--- src/rtl/fifo_uart_tx_pkg.sv ---
// fifo_uart_tx_pkg: shared definitions for the FIFO-fed UART transmitter.
//   state_t   - FSM state encodings (IDLE/FETCH/START/DATA/PARITY/STOP), kept
//               here so the matching receiver can reuse the same values.
//   cnt_width - bits needed for a counter running 0..n-1 (never below 1).
package fifo_uart_tx_pkg;

    typedef enum logic [2:0] {
        ST_IDLE   = 3'd0,
        ST_FETCH  = 3'd1,
        ST_START  = 3'd2,
        ST_DATA   = 3'd3,
        ST_PARITY = 3'd4,
        ST_STOP   = 3'd5
    } state_t;

    function automatic int cnt_width(input int n);
        return (n <= 2) ? 1 : $clog2(n);
    endfunction

endpackage

--- src/rtl/fifo_uart_tx_baud_tick.sv ---
// uart_baud_tick: bit-period timer. Emits a 1-clk tick on the last clock of
// every cycles_per_bit window. Restarts from zero on each tick, so bit
// boundaries never drift.
//   clk    in   clock
//   rst_n  in   asynchronous active-low reset
//   clear  in   synchronous restart; the next clock is the first of a bit
//   tick   out  last clock of the current bit period
module uart_baud_tick
    import fifo_uart_tx_pkg::*;
#(
    parameter int cycles_per_bit = 10
) (
    input  logic clk,
    input  logic rst_n,
    input  logic clear,
    output logic tick
);

    localparam int CW = cnt_width(cycles_per_bit);
    localparam logic [CW-1:0] LAST = CW'(cycles_per_bit - 1);

    logic [CW-1:0] cnt;

    always_ff @(posedge clk or negedge rst_n) begin
        if (!rst_n)
            cnt <= '0;
        else if (clear || cnt == LAST)
            cnt <= '0;
        else
            cnt <= cnt + 1'b1;
    end

    assign tick = (cnt == LAST) && !clear;

endmodule

--- src/rtl/fifo_uart_tx.sv ---
// fifo_uart_tx: pops 8-bit words from an async FIFO read port and sends them
// as UART frames (start, data LSB first, optional even parity, 1 or 2 stops).
// Optional feature: define FIFO_UART_TX_PARITY_EN to insert an even-parity
// bit between the data bits and the stop bits.
//   clk         in   clock (the FIFO rd_clk)
//   rst_n       in   asynchronous active-low reset
//   fifo_empty  in   FIFO empty flag
//   fifo_dout   in   FIFO read data, valid the clock after fifo_rd_en
//   fifo_rd_en  out  one-clock pop strobe, at most one per frame
//   cts_n       in   clear-to-send (active low, already synchronised)
//   tx          out  registered serial line, idles high
//   busy        out  high whenever the FSM is not in IDLE
module fifo_uart_tx
    import fifo_uart_tx_pkg::*;
#(
    parameter int clk_freq   = 100000000,
    parameter int baud_rate  = 115200,
    parameter int data_width = 8,
    parameter int stop_bits  = 1
) (
    input  logic                  clk,
    input  logic                  rst_n,
    input  logic                  fifo_empty,
    input  logic [data_width-1:0] fifo_dout,
    output logic                  fifo_rd_en,
    input  logic                  cts_n,
    output logic                  tx,
    output logic                  busy
);

    localparam int CPB = clk_freq / baud_rate;
    localparam int BW  = $clog2(data_width + 1);
    localparam logic [BW-1:0] LAST_DATA = BW'(data_width - 1);
    localparam logic [BW-1:0] LAST_STOP = BW'(stop_bits - 1);

    generate
        if (CPB < 2) begin : g_bad_cpb
            $error("fifo_uart_tx: clk_freq/baud_rate must be at least 2");
        end
        if (stop_bits != 1 && stop_bits != 2) begin : g_bad_stop
            $error("fifo_uart_tx: stop_bits must be 1 or 2");
        end
    endgenerate

    state_t                state, state_next;
    logic [data_width-1:0] shreg;
    logic [BW-1:0]         bit_cnt;
    logic                  tick;
    logic                  tx_d;
    logic                  can_pop;
    logic                  last_stop;
`ifdef FIFO_UART_TX_PARITY_EN
    logic                  par;
`endif

    assign can_pop   = !fifo_empty && !cts_n;
    assign last_stop = (state == ST_STOP) && tick && (bit_cnt == LAST_STOP);
    assign busy      = (state != ST_IDLE);

    // Restarting the timer in FETCH aligns the start bit to a full period.
    uart_baud_tick #(.cycles_per_bit(CPB)) u_baud (
        .clk   (clk),
        .rst_n (rst_n),
        .clear (state == ST_FETCH),
        .tick  (tick)
    );

    always_ff @(posedge clk or negedge rst_n) begin
        if (!rst_n) state <= ST_IDLE;
        else        state <= state_next;
    end

    always_comb begin
        state_next = state;
        case (state)
            ST_IDLE:   if (can_pop) state_next = ST_FETCH;
            ST_FETCH:  state_next = ST_START;
            ST_START:  if (tick) state_next = ST_DATA;
            ST_DATA:
                if (tick && bit_cnt == LAST_DATA) begin
`ifdef FIFO_UART_TX_PARITY_EN
                    state_next = ST_PARITY;
`else
                    state_next = ST_STOP;
`endif
                end
            ST_PARITY: if (tick) state_next = ST_STOP;
            ST_STOP:   if (last_stop) state_next = can_pop ? ST_FETCH : ST_IDLE;
            default:   state_next = ST_IDLE;
        endcase
    end

    // tx is registered, so tx_d is the line level for the state being entered.
    // On a data-bit boundary the shifter moves at the same edge, hence shreg[1].
    always_comb begin
        fifo_rd_en = rst_n && can_pop && (state == ST_IDLE || last_stop);
        tx_d       = 1'b1;
        case (state_next)
            ST_START:  tx_d = 1'b0;
            ST_DATA:   tx_d = (state == ST_DATA && tick) ? shreg[1] : shreg[0];
`ifdef FIFO_UART_TX_PARITY_EN
            ST_PARITY: tx_d = par;
`endif
            default:   tx_d = 1'b1;
        endcase
    end

    always_ff @(posedge clk or negedge rst_n) begin
        if (!rst_n) begin
            tx      <= 1'b1;
            shreg   <= '0;
            bit_cnt <= '0;
`ifdef FIFO_UART_TX_PARITY_EN
            par     <= 1'b0;
`endif
        end else begin
            tx <= tx_d;
            if (state == ST_FETCH) begin
                shreg <= fifo_dout;
`ifdef FIFO_UART_TX_PARITY_EN
                par   <= ^fifo_dout;
`endif
            end else if (state == ST_DATA && tick) begin
                shreg <= shreg >> 1;
            end
            // bit_cnt indexes data bits in DATA and stop bits in STOP.
            if (state_next != state)
                bit_cnt <= '0;
            else if (tick && (state == ST_DATA || state == ST_STOP))
                bit_cnt <= bit_cnt + 1'b1;
        end
    end

endmodule
--- config.mk ---
export PLATFORM = sky130hd
export DESIGN_NAME = fifo_uart_tx
export DESIGN_NICKNAME = d
export VERILOG_FILES = /design/src/rtl/fifo_uart_tx_pkg.sv /design/src/rtl/fifo_uart_tx_baud_tick.sv /design/src/rtl/fifo_uart_tx.sv
export SDC_FILE = /design/constraint.sdc
export NUM_CORES = 1
export LEC_CHECK = 0
export CAP_MARGIN = 20
export CELL_PAD_IN_SITES_DETAIL_PLACEMENT = 0
export CELL_PAD_IN_SITES_GLOBAL_PLACEMENT = 1
export CORE_MARGIN = 4
export CORE_UTILIZATION = 43
export CTS_CLUSTER_SIZE = 12
export DETAILED_ROUTE_END_ITERATION = 16
export GPL_TIMING_DRIVEN = 0
export PLACE_DENSITY = 0.89
export SETUP_SLACK_MARGIN = 0.5
export SYNTH_ARGS = -nofsm -noshare
export SYNTH_HDL_FRONTEND = slang
export SYNTH_SLANG_ARGS = --single-unit
export TNS_END_PERCENT = 20
--- constraint.sdc ---
create_clock -name clk -period 2.4 [get_ports clk]
set_input_delay 0.48 -clock clk [delete_from_list [all_inputs] [get_ports clk]]
set_output_delay 0.48 -clock clk [all_outputs]
set_load 0.01 [all_outputs]
After elaboration in Yosys (flattened, before gate mapping)
Cells that the tools add are included.
{"block": "classes", "eq_ne": 10, "n_mux": 14, "n_reduce_logical": 20, "add_sub_neg": 2}
{"operator": "$pmux W3 S6", "count": 1}
{"operator": "$mux W8", "count": 2}
{"operator": "$mux W3", "count": 5}
{"operator": "$eq A3 B2 Y1 const B", "count": 4}
{"operator": "$add A10 B1 Y10 const B", "count": 1}
{"operator": "$eq A10 B10 Y1 const B", "count": 1}
{"operator": "$mux W10", "count": 1}
{"operator": "$logic_and A1 B1 Y1", "count": 9}
{"operator": "$mux W4", "count": 2}
{"operator": "$eq A3 B3 Y1 const B", "count": 2}
{"operator": "$add A4 B1 Y4 const B", "count": 1}
{"operator": "$eq A4 B3 Y1 const B", "count": 1}
{"operator": "$logic_not A4 Y1", "count": 1}
{"operator": "$reduce_bool A2 Y1", "count": 2}
{"operator": "$eq A3 B1 Y1 const B", "count": 1}
{"operator": "$logic_not A1 Y1", "count": 3}
{"operator": "$logic_not A3 Y1", "count": 1}
{"operator": "$logic_or A1 B1 Y1", "count": 3}
{"operator": "$ne A3 B3 Y1", "count": 1}
{"operator": "$reduce_bool A3 Y1", "count": 1}
{"operator": "$mux W1", "count": 2}
{"operator": "$pmux W1 S2", "count": 1}
{"block": "word_totals", "output_inout_bits": 3, "word_cells": 51, "reg_bits": 26, "input_bits": 12}

Depth between registers and ports, before layout
{"block": "depth", "depth_word": 9, "mapped_depth": 6, "ltp_nobuf": 6}

Modules after synthesis
A second synthesis with hierarchy kept.
{"block": "hier_totals", "hier_cells": 146, "area_unflattened_um2": 1422.6}
{"module": "fifo_uart_tx", "instances": 1, "seq_area_each_um2": 401.6, "area_per_inst_um2": 888.4, "cells_each": 93}
{"module": "uart_baud_tick", "instances": 1, "seq_area_each_um2": 250.2, "area_per_inst_um2": 534.3, "cells_each": 53}

Worst setup path after synthesis
Ideal clock, no wire load.
{"block": "synth_timing", "path_type": "flip-flop to output port", "startpoint": "register u_baud.cnt[0]", "endpoint": "output fifo_rd_en", "arrival_ps": 1781, "slack_ps": 139, "required_ps": 1920, "stages_incl_launch_ff": 7, "n_path_buf": 1, "path_cell_list": "dfrtp_1 -> ha_1 -> nor4b_4 -> and3_1 -> clkbuf_1 -> a31oi_1 -> nor4bb_1"}
{"block": "synth_via", "elab_chain_len": 6}
{"element": "start: declaration", "line": "fifo_uart_tx_baud_tick.sv:22", "text": "logic [CW-1:0] cnt;"}
{"element": "start signal: assignment", "line": "fifo_uart_tx_baud_tick.sv:30", "text": "cnt <= cnt + 1'b1;"}
{"element": "$eq A10 B10 Y1", "line": "fifo_uart_tx_baud_tick.sv:33", "text": "assign tick = (cnt == LAST) && !clear;"}
{"element": "$logic_and A1 B1 Y1", "line": "fifo_uart_tx_baud_tick.sv:33"}
{"element": "$logic_and A1 B1 Y1 (2 in a row)", "line": "fifo_uart_tx.sv:57", "text": "assign last_stop = (state == ST_STOP) && tick && (bit_cnt == LAST_STOP);"}
{"element": "$logic_or A1 B1 Y1", "line": "fifo_uart_tx.sv:96", "text": "fifo_rd_en = rst_n && can_pop && (state == ST_IDLE || last_stop);"}
{"element": "$logic_and A1 B1 Y1", "line": "fifo_uart_tx.sv:96"}
{"element": "end: declaration", "line": "fifo_uart_tx.sv:25", "text": "output logic fifo_rd_en,"}
No other way between the ends.

Worst setup path in the final report
Same ends and word-level chain as after synthesis.

==> flow_summary.json <==
{
  "wl_per_cell_um": 12.5,
  "netlist.area_leader.share_pct": 45.1,
  "top_usage_layer": "met2",
  "arrival_ns": 1.97,
  "final_cells": 208,
  "crit_required_ns": 1.92,
  "use_met2_pct": 24.0,
  "ys_seq_area_share_pct": 47.0,
  "fp.coreArea_um2": 3080,
  "fmax_mhz": 408,
  "h-tree-depth": 1,
  "std_cell_rows": 20,
  "grt_pass1_wl_um": 4570,
  "setup_tns_ns": -0.0497,
  "grt_usage_pct": 13.5,
  "crit_path_max_incr_delay_ns": 0.43,
  "startpoint_type": "flip-flop",
  "ys_types": 37,
  "syn_to_final_growth_pct": 28.2,
  "antenna_left": 0,
  "grt_pass1_vias": 1088,
  "drt_pass1_iterations": 4,
  "drc_errors": 0,
  "min_period_ns": 2.45,
  "power_mw": 1.41,
  "clock_latency_ns": 0.32,
  "cts_tree": "yes",
  "clk_pin_slew_ns": 0.15,
  "yosysMostFrequentCell": "dfrtp_1",
  "post_synth.cell_area_avg_um2": 9.91,
  "gp_congestion": 0.728,
  "crit_slowest_cell": "dfrtp_1",
  "synth_edf_count": 0,
  "crit_chain": "ha_4 > nor4b_4 > and3_1 > clkbuf_8 > a31oi_4 > nor4bb_2 > buf_2",
  "cts.sinks": 26,
  "worstSetupEndpointType": "output pin",
  "synth_area_leader_cell": "dfrtp_1",
  "power_leakage_nw": 0.799,
  "synthesis.instances": 140,
  "violations": "setup timing",
  "report.final.hold_viol_count": 0,
  "start_util_pct": 45.1,
  "clock_path_buffers": 2,
  "root_buffer": "clkbuf_4",
  "slew_headroom_pct": 63.0,
  "hpwl_um": 1980,
  "die_y_um": 64.8,
  "maxSlewViolCount": 0,
  "setup_viol": 1,
  "syn_area_um2": 1390,
  "num_vias": 1066,
  "initialDrtViolationCount": 30,
  "ys_ff_latch": 26,
  "path_class": "flip-flop to output pin",
  "reg2reg_from": "u_baud.cnt[0]",
  "diodes": 0,
  "io_pins": 15,
  "path_max_fanout": 3,
  "numPortBuffers": 14,
  "use_met1_pct": 16.6,
  "die_w_um": 64.8,
  "dp.cells": 199,
  "cp-startpoint": "u_baud.cnt[0]",
  "synth-main-ff-cell": "dfrtp_1",
  "worst-slew-pin-transition_ns": 0.553,
  "synth_area_leaders": "dfrtp_1 (45%), mux2i_1 (5.8%), nor2_1 (5.7%)",
  "r2r_cells": 6,
  "holdCritPathClass": "input port to asynchronous set/reset pin",
  "post-place-ws_ns": -0.376,
  "wl_um": 2610,
  "drive_gt1_share_pct": 19.5,
  "ir_drop_v": 0.000370,
  "dieArea_um2": 4200,
  "rsz0062_at_grt": "yes",
  "yosysWarnings": 0,
  "grt_use_met3_pct": 2.95,
  "grt_max_degree": 19,
  "p_per_area_nw_per_um2": 794,
  "async_reset_ff_share_pct": 100,
  "syn-num-nets": 155,
  "cts-buffers-inserted": 3,
  "yosys-top-cells-count": "dfrtp_1 (25), nor2_1 (21), a21oi_1 (9), nand2_1 (9), mux2i_1 (8)",
  "status": "complete, but fails checks",
  "num-nets-final": 180,
  "setup_ws_ns": -0.0497,
  "grt_overflow_total": 0,
  "via_per_inst": 5.13,
  "fin_crit_sh_pct": 102,
  "antenna_found_initial": 0,
  "finClkSkew_ns": 0.0147,
  "cap_viol_max_count": 0
}
-- logic make-up after synthesis --
group | count (synthesis) | share of synthesized area, %
flops | 26 | 47.0
xor+xnor | 9 | 5.68
fa+ha+maj | 3 | 2.71
compound gates | 27 | 12.3
mux | 8 | 5.77
simple gates | 58 | 24.2
buf+inv | 9 | 2.43
-- worst paths after layout --
path | to | slack [ns]
min | bit_cnt[1] | 0.51
max | fifo_rd_en | -0.05
max reg2reg | bit_cnt[2] | 0.46
min in group clk | shreg[7] | 0.54
min reg2reg | shreg[7] | 0.54
max in group asynchronous | shreg[3] | 1.42
-- state kept, by name, summed over array words and instances (netlist names) --
| register | count |
|---|---|
| state | 3 |
| bit_cnt | 4 |
| shreg | 8 |
| tx | 1 |
| u_baud.cnt | 10 |
-- power by group --
| part | internal [mW] | switching, mW | leakage (nW) |
|---|---|---|---|
| clock network | 0.169 | 0.129 | 0.0279 |
| registers | 0.569 | 0.116 | 0.313 |
| logic | 0.224 | 0.205 | 0.458 |
| total | 0.962 | 0.450 | 0.799 |
-- cell type report --
class                   count  area (um2)
fillers                   257        1300
multi-input cells         105         762
flip-flops and latches     26         653
repair buffers             20         201
well taps                  44        55.1
plain buffers               5        40.0
clock inverters             1        30.0
clock buffers               3        22.5
inverters                   4        15.0
-- metrics by stage --
step	util, %	cell area (um2)	hold slack, ns
floorplan	-	1400	0.184
global placement	51.7	1590	0.473
detailed placement	52.6	1620	0.476
CTS	56.8	1750	0.508
global route	57.8	1780	0.501
finish	57.8	1780	0.511
-- metal layers --
layer	wire length [um]	share of wire (%)	vias to the layer above
met1	1260	48	505
li1	-	-	551
met5	0	0	-
met3	79	3.0	0
met2	1270	49	10
met4	0	0	0
-- cell usage in the layout, fill, tap and decap left out, types with 2 or more instances in the layout --
| cell | netlist | layout |
|---|---|---|
| mux2i_1 | 8 | 8 |
| nand2_1 | 9 | 9 |
| clkdlybuf4s50_1 | 0 | 11 |
| o31ai_1 | 3 | 3 |
| inv_1 | 4 | 4 |
| nand3_1 | 6 | 6 |
| and3_1 | 3 | 3 |
| dfrtp_1 | 25 | 24 |
| buf_4 | 0 | 5 |
| clkbuf_8 | 0 | 2 |
| a211oi_1 | 4 | 2 |
| xnor2_1 | 3 | 3 |
| ha_1 | 3 | 2 |
| a21oi_1 | 9 | 9 |
| clkbuf_1 | 5 | 2 |
| and3b_1 | 2 | 2 |
| clkbuf_4 | 0 | 3 |
| nand4_1 | 2 | 2 |
| a211oi_2 | 0 | 2 |
| xor2_1 | 6 | 6 |
| or4_4 | 0 | 2 |
| o21ai_0 | 5 | 5 |
| nor2_1 | 21 | 21 |
-- what timing repair did --
action | 4_1_cts | 5_1_grt
pin swaps | 6 | 5
gates resized for setup | 17 | 5
gates cloned | 0 | 0
hold buffers | 0 | 0
buffers inserted | 4 | 1
setup endpoints to repair | 4 | 9
-- worst max-delay path: cells and delay by family, from the launching register on --
family	cells	cell delay [ns]
AO/OA/AOI/OAI	1	0.08
adder cells (fa/ha/maj)	1	0.16
buffers and inverters	2	0.30
flip-flops	1	0.43
AND/OR/NAND/NOR	3	0.68
(Power assumes the default switching activity.)
